## config.mk

```make
export PLATFORM = sky130hd
export DESIGN_NAME = ln_requant_pack
export DESIGN_NICKNAME = d
export VERILOG_FILES = /design/src/rtl/ln_requant_pack.sv
export SDC_FILE = /design/constraint.sdc
export NUM_CORES = 2
export LEC_CHECK = 0
export ABC_AREA = 1
export CORE_ASPECT_RATIO = 1.1
export CORE_MARGIN = 3
export CORE_UTILIZATION = 42
export CTS_CLUSTER_DIAMETER = 150
export DETAILED_ROUTE_END_ITERATION = 12
export DONT_BUFFER_PORTS = 1
export HOLD_SLACK_MARGIN = 0.12
export SYNTH_ARGS = -nofsm -noshare
export SYNTH_HDL_FRONTEND = slang
export SYNTH_SLANG_ARGS = --single-unit
```

## constraint.sdc

```tcl
create_clock -name clk -period 3.5 [get_ports clk]
set_clock_uncertainty 0.05 [all_clocks]
set_input_delay 0.875 -clock clk [delete_from_list [all_inputs] [get_ports clk]]
set_output_delay 0.875 -clock clk [all_outputs]
set_load 0.1 [all_outputs]
```

## src/rtl/ln_requant_pack.sv

```systemverilog
// ln_requant_pack: int32 -> int8 requantizer with rounding shift, saturation, lane packer and overrun-flagging output FIFO
module ln_requant_pack #(
  parameter int D_W        = 8,
  parameter int D_W_ACC    = 32,
  parameter int N          = 768,
  parameter int LANES      = 4,
  parameter int FIFO_DEPTH = 16
) (
  input  logic                              clk,
  input  logic                              rst,
  input  logic                              enable,
  input  logic                              in_valid,
  input  logic signed [D_W_ACC-1:0]         qin,
  input  logic signed [D_W_ACC-1:0]         mult,
  input  logic        [5:0]                 shift,
  output logic                              out_valid,
  input  logic                              out_ready,
  output logic        [LANES*D_W-1:0]       out_data,
  output logic                              out_last,
  output logic        [$clog2(FIFO_DEPTH):0] level,
  output logic                              overflow
);
  localparam int PW = 2 * D_W_ACC;
  localparam int CW = N > 1 ? $clog2(N) : 1;
  localparam int LW = LANES > 1 ? $clog2(LANES) : 1;
  localparam int AW = $clog2(FIFO_DEPTH);
  localparam int WW = LANES * D_W;
  localparam logic signed [PW:0] SMAX = $signed({{(PW + 2 - D_W){1'b0}}, {(D_W - 1){1'b1}}});
  localparam logic signed [PW:0] SMIN = $signed({{(PW + 2 - D_W){1'b1}}, {(D_W - 1){1'b0}}});

  logic                 s1_v, s1_last, s2_v, s2_last, s3_v, s3_last;
  logic signed [PW-1:0] s1_p;
  logic signed [PW:0]   s2_r, rnd, sum, r;
  logic [D_W-1:0]       s3_q, sat;
  logic [CW-1:0]        elem_cnt;
  logic [LW-1:0]        lane_idx;
  logic [WW-1:0]        word, merged;
  logic                 done, push, pop, full, wr;
  logic [WW:0]          mem [FIFO_DEPTH];
  logic [AW-1:0]        wp, rp;

  // S1: capture the full-width product and whether this element closes the vector
  always_ff @(posedge clk or negedge rst)
    if (!rst) begin
      s1_v     <= 1'b0;
      s1_last  <= 1'b0;
      s1_p     <= '0;
      elem_cnt <= '0;
    end else if (enable) begin
      s1_v <= in_valid;
      if (in_valid) begin
        s1_p     <= PW'(qin) * PW'(mult);
        s1_last  <= elem_cnt == CW'(N - 1);
        elem_cnt <= elem_cnt == CW'(N - 1) ? '0 : elem_cnt + CW'(1);
      end
    end

  // Round half toward +inf with one guard bit so the bias add cannot wrap, then saturate S2 result to int8
  always_comb begin
    rnd    = shift == 6'd0 ? '0 : (PW + 1)'(1) << (shift - 6'd1);
    sum    = {s1_p[PW-1], s1_p} + rnd;
    r      = sum >>> shift;
    sat    = s2_r > SMAX ? SMAX[D_W-1:0] : s2_r < SMIN ? SMIN[D_W-1:0] : s2_r[D_W-1:0];
    merged = word | (WW'(s3_q) << (lane_idx * D_W));
    done   = s3_v && (lane_idx == LW'(LANES - 1) || s3_last);
    push   = enable && done;
    full   = level == (AW + 1)'(FIFO_DEPTH);
    pop    = out_valid && out_ready;
    wr     = push && (!full || pop);
  end

  // S2/S3: rounded value, then saturated int8, each with its valid and last tag
  always_ff @(posedge clk or negedge rst)
    if (!rst) begin
      s2_v    <= 1'b0;
      s2_last <= 1'b0;
      s2_r    <= '0;
      s3_v    <= 1'b0;
      s3_last <= 1'b0;
      s3_q    <= '0;
    end else if (enable) begin
      s2_v    <= s1_v;
      s2_last <= s1_last;
      s2_r    <= r;
      s3_v    <= s2_v;
      s3_last <= s2_last;
      s3_q    <= sat;
    end

  // Packer: accumulate lanes; a completed word restarts empty so a partial final word has zero upper lanes
  always_ff @(posedge clk or negedge rst)
    if (!rst) begin
      lane_idx <= '0;
      word     <= '0;
    end else if (enable && s3_v) begin
      lane_idx <= done ? '0 : lane_idx + LW'(1);
      word     <= done ? '0 : merged;
    end

  // FIFO storage; contents are only read once written, so no reset is needed
  always_ff @(posedge clk)
    if (wr) mem[wp] <= {s3_last, merged};

  // FIFO pointers, occupancy and sticky drop flag; the read side runs regardless of enable
  always_ff @(posedge clk or negedge rst)
    if (!rst) begin
      wp       <= '0;
      rp       <= '0;
      level    <= '0;
      overflow <= 1'b0;
    end else begin
      if (wr) wp <= wp + AW'(1);
      if (pop) rp <= rp + AW'(1);
      level    <= wr && !pop ? level + (AW + 1)'(1) : !wr && pop ? level - (AW + 1)'(1) : level;
      overflow <= overflow | (push && full && !pop);
    end

  assign out_valid = level != '0;
  assign out_data  = out_valid ? mem[rp][WW-1:0] : '0;
  assign out_last  = out_valid & mem[rp][WW];
endmodule

```

==> reports/metrics.cfg <==
[run_status]
status=complete, but fails checks
violations=negative hold slack, negative setup slack

[sta]
fin_crit_ps=6848
timing.final.ws_setup_ps=-3348
relSlewSlack_pct=19.45
finalHoldViolations=150
holdWs_ps=-130.0
max_freq_mhz=146.0
worstMarginPinSlew_ps=1204
min_period_over_period_pct=195.7
setup_viol=155
slew_viol_final=0
rsz0062_at_grt=true

[die]
start_util_pct=42.41
die_width_um=415.2
rows=164
num_io_pins=115
die_height_um=456.1
die_area_um2=189400
coreArea_um2=182400

[finish]
postLayoutCellArea_um2=97440
final_util_pct=53.42
syn_to_final_growth_pct=25.96
mostFrequentLayoutCell=nand2_1
stdcell_count=12440
final_nets=11390
layout_common_cells=nand2_1 (1,967), inv_1 (1,918), fa_1 (1,003), buf_4 (669), edfxtp_1 (528)
n_antenna_cell=0
drive_above_1_share_pct=25.26

[drt]
detail-route-antenna-nets=0
vias_per_cell=5.257
top_layer=met4
dr_wl_met3_mm=12.45
drtPass1Iterations=6
drt-met1-wl_mm=98.11
wl_met2_mm=126.5
wl_per_cell_um=19.94
vias=65400
drc=0
drt_iter0_drc=4860
routed_wl_mm=248.1

[synthesis]
synthTopCellsByArea=fa_1 (28%), edfxtp_1 (20%), nand2_1 (11%)
postSynthAreaPerCell_um2=8.191
synth_warnings=0
ys_types=56
synth_nets=10860
syn_area_um2=77360
synth_top_area_cell=fa_1
synth_seq_cells=729
synth_edf_count=528
synth_sequential_area_ratio_pct=27.00
yosysTopAreaCellShare_pct=28.05
synth_cells=9444
synth_flop_cell=edfxtp_1
async_flop_share_pct=27.57

[setup_path]
slowest_delay_ps=620
reg2regPathDepth=24
r2r_slack_ps=150
cp-start-kind=input pin
crit_path_max_fanout=32
r2r_end=s2_r[63]$_DFFE_PN0P_
crit_top_cell=nand2_1
critPathKind=in -> reg
cpMaxStageDelayCell=fa_2
cp.arrival_ps=7340
cp-endpoint=s1_p[58]$_DFFE_PN0P_
crit_required_ps=3990
end_kind=register
cp-startpoint=mult[5]
regToRegStartpoint=s1_p[48]$_DFFE_PN0P_

[grt]
grt_max_degree=202
overflow=0
grt_pass1_wl_mm=392.7
grtUsageTotal_pct=26.34
first_global_vias=69980
antenna_found_initial=0

[worst_hold_path]
worstHoldPathType=in -> async

[clock_network]
cts_buffer_depth=3
cts_tree=built
cts_made_buffers=76
clkSinkCount=729
ctsHtreeMaxLevel=3
cts_root_buf=clkbuf_16
clk_latency_ps=660
path_clk_slew_ps=60

[placement]
dp_hpwl_mm=184.9
pre_cts_slack_ps=-4098
post-place-cells=12150
io_buffers=0
place_area_um2=87000
gp_congestion=0.9512

[flow_run]
maxCapViolCount=0

## worst max-delay path, delay by kind of cell
family / cells / cell delay (ps)
AOI/OAI and AO/OA: 6 / 980
buffers and inverters: 5 / 310
and+or+nand+nor: 8 / 820
adders and majority gates: 9 / 4290
## worst min path at each step
stage                                    from                   to  slack, ps
after floorplan              s3_v$_DFFE_PN0P_     s3_v$_DFFE_PN0P_        390
after global placement    s2_last$_DFFE_PN0P_  s2_last$_DFFE_PN0P_        410
after detailed placement     s1_v$_DFFE_PN0P_     s1_v$_DFFE_PN0P_        410
after CTS                                 rst    rp[2]$_DFFE_PN0P_       -180
after global routing                      rst    rp[0]$_DFFE_PN0P_       -160
final                                     rst    rp[2]$_DFFE_PN0P_       -130
## registers in the layout, indices dropped and copies added (netlist names), 2 cells and up
| register | cells |
|---|---|
| rp | 4 |
| wp | 4 |
| mem | 528 |
| elem_cnt | 10 |
| s1_p | 64 |
| word | 32 |
| s2_r | 65 |
| s3_q | 8 |
| lane_idx | 2 |
| level | 5 |
## area by class of cell
type                       count  area (um2)
sequential                   729       20910
tap                         2407        3012
fill                       16540       84980
timing repair buffer         880        8220
multi-input combinational   6204       54830
clock buffer                  95        2044
inverter                    2080        7869
clock inverter                45       541.8
timing repair inverter         2       22.52
## per-stage QoR
step | hold slack (ps) | TNS, ps
after global routing | -158.4 | -235950
after global placement | 405.6 | -308440
after CTS | -183.8 | -190170
final | -130.0 | -214620
after detailed placement | 411.3 | -310040
after floorplan | 391.7 | -236510
## kinds of logic (layout without fill, tap and decap cells)
group / count (synthesis) / count (layout) / share of synthesized area (%)
adders and majority gates: 1345 / 1345 / 32.27
DFF: 729 / 729 / 27.00
muxes: 2 / 2 / 0.02588
and+or+nand+nor: 3860 / 3860 / 20.71
AOI/OAI and AO/OA: 924 / 924 / 6.851
xor gates and xnor gates: 73 / 73 / 0.8265
buffers and inverters: 2511 / 3102 / 12.32
## timing repair
action	in CTS	in global routing
endpoints found under the hold margin	201	201
pin swaps	396	263
gates cloned	3	0
gates resized for setup	1233	413
endpoints found under the setup margin	155	155
setup buffers	111	51
## routing by layer
| metal | global-route usage, % | vias up |
|---|---|---|
| li1 | - | 30010 |
| met5 | 0 | - |
| met1 | 32.59 | 32680 |
| met2 | 47.21 | 2119 |
| met4 | 10.65 | 0 |
| met3 | 2.458 | 590 |
## synth_stat cells (5+ instances only)
cell	instances
a21oi_1	232
nand2_2	34
edfxtp_1	528
buf_2	46
nor2_1	666
nor3_1	25
a21o_1	9
clkbuf_1	347
o22ai_1	39
a21oi_2	9
fa_1	1084
o21bai_1	12
or2_2	32
ha_1	261
o211a_1	5
inv_1	2064
nor4_1	28
and3_1	6
nand2_1	2308
buf_1	26
xor2_1	37
o21ai_1	17
o221ai_1	97
o211ai_1	19
a31oi_1	27
inv_2	13
dfrtp_1	201
buf_4	12
o21a_1	8
nor2_2	26
and2_1	6
o21ai_0	437
xnor2_1	36
nand3_1	637
nand4_1	48
nand3_2	26
Power is not shown: default switching activity piles up to over one toggle a cycle in this logic, so the estimate is an artifact.
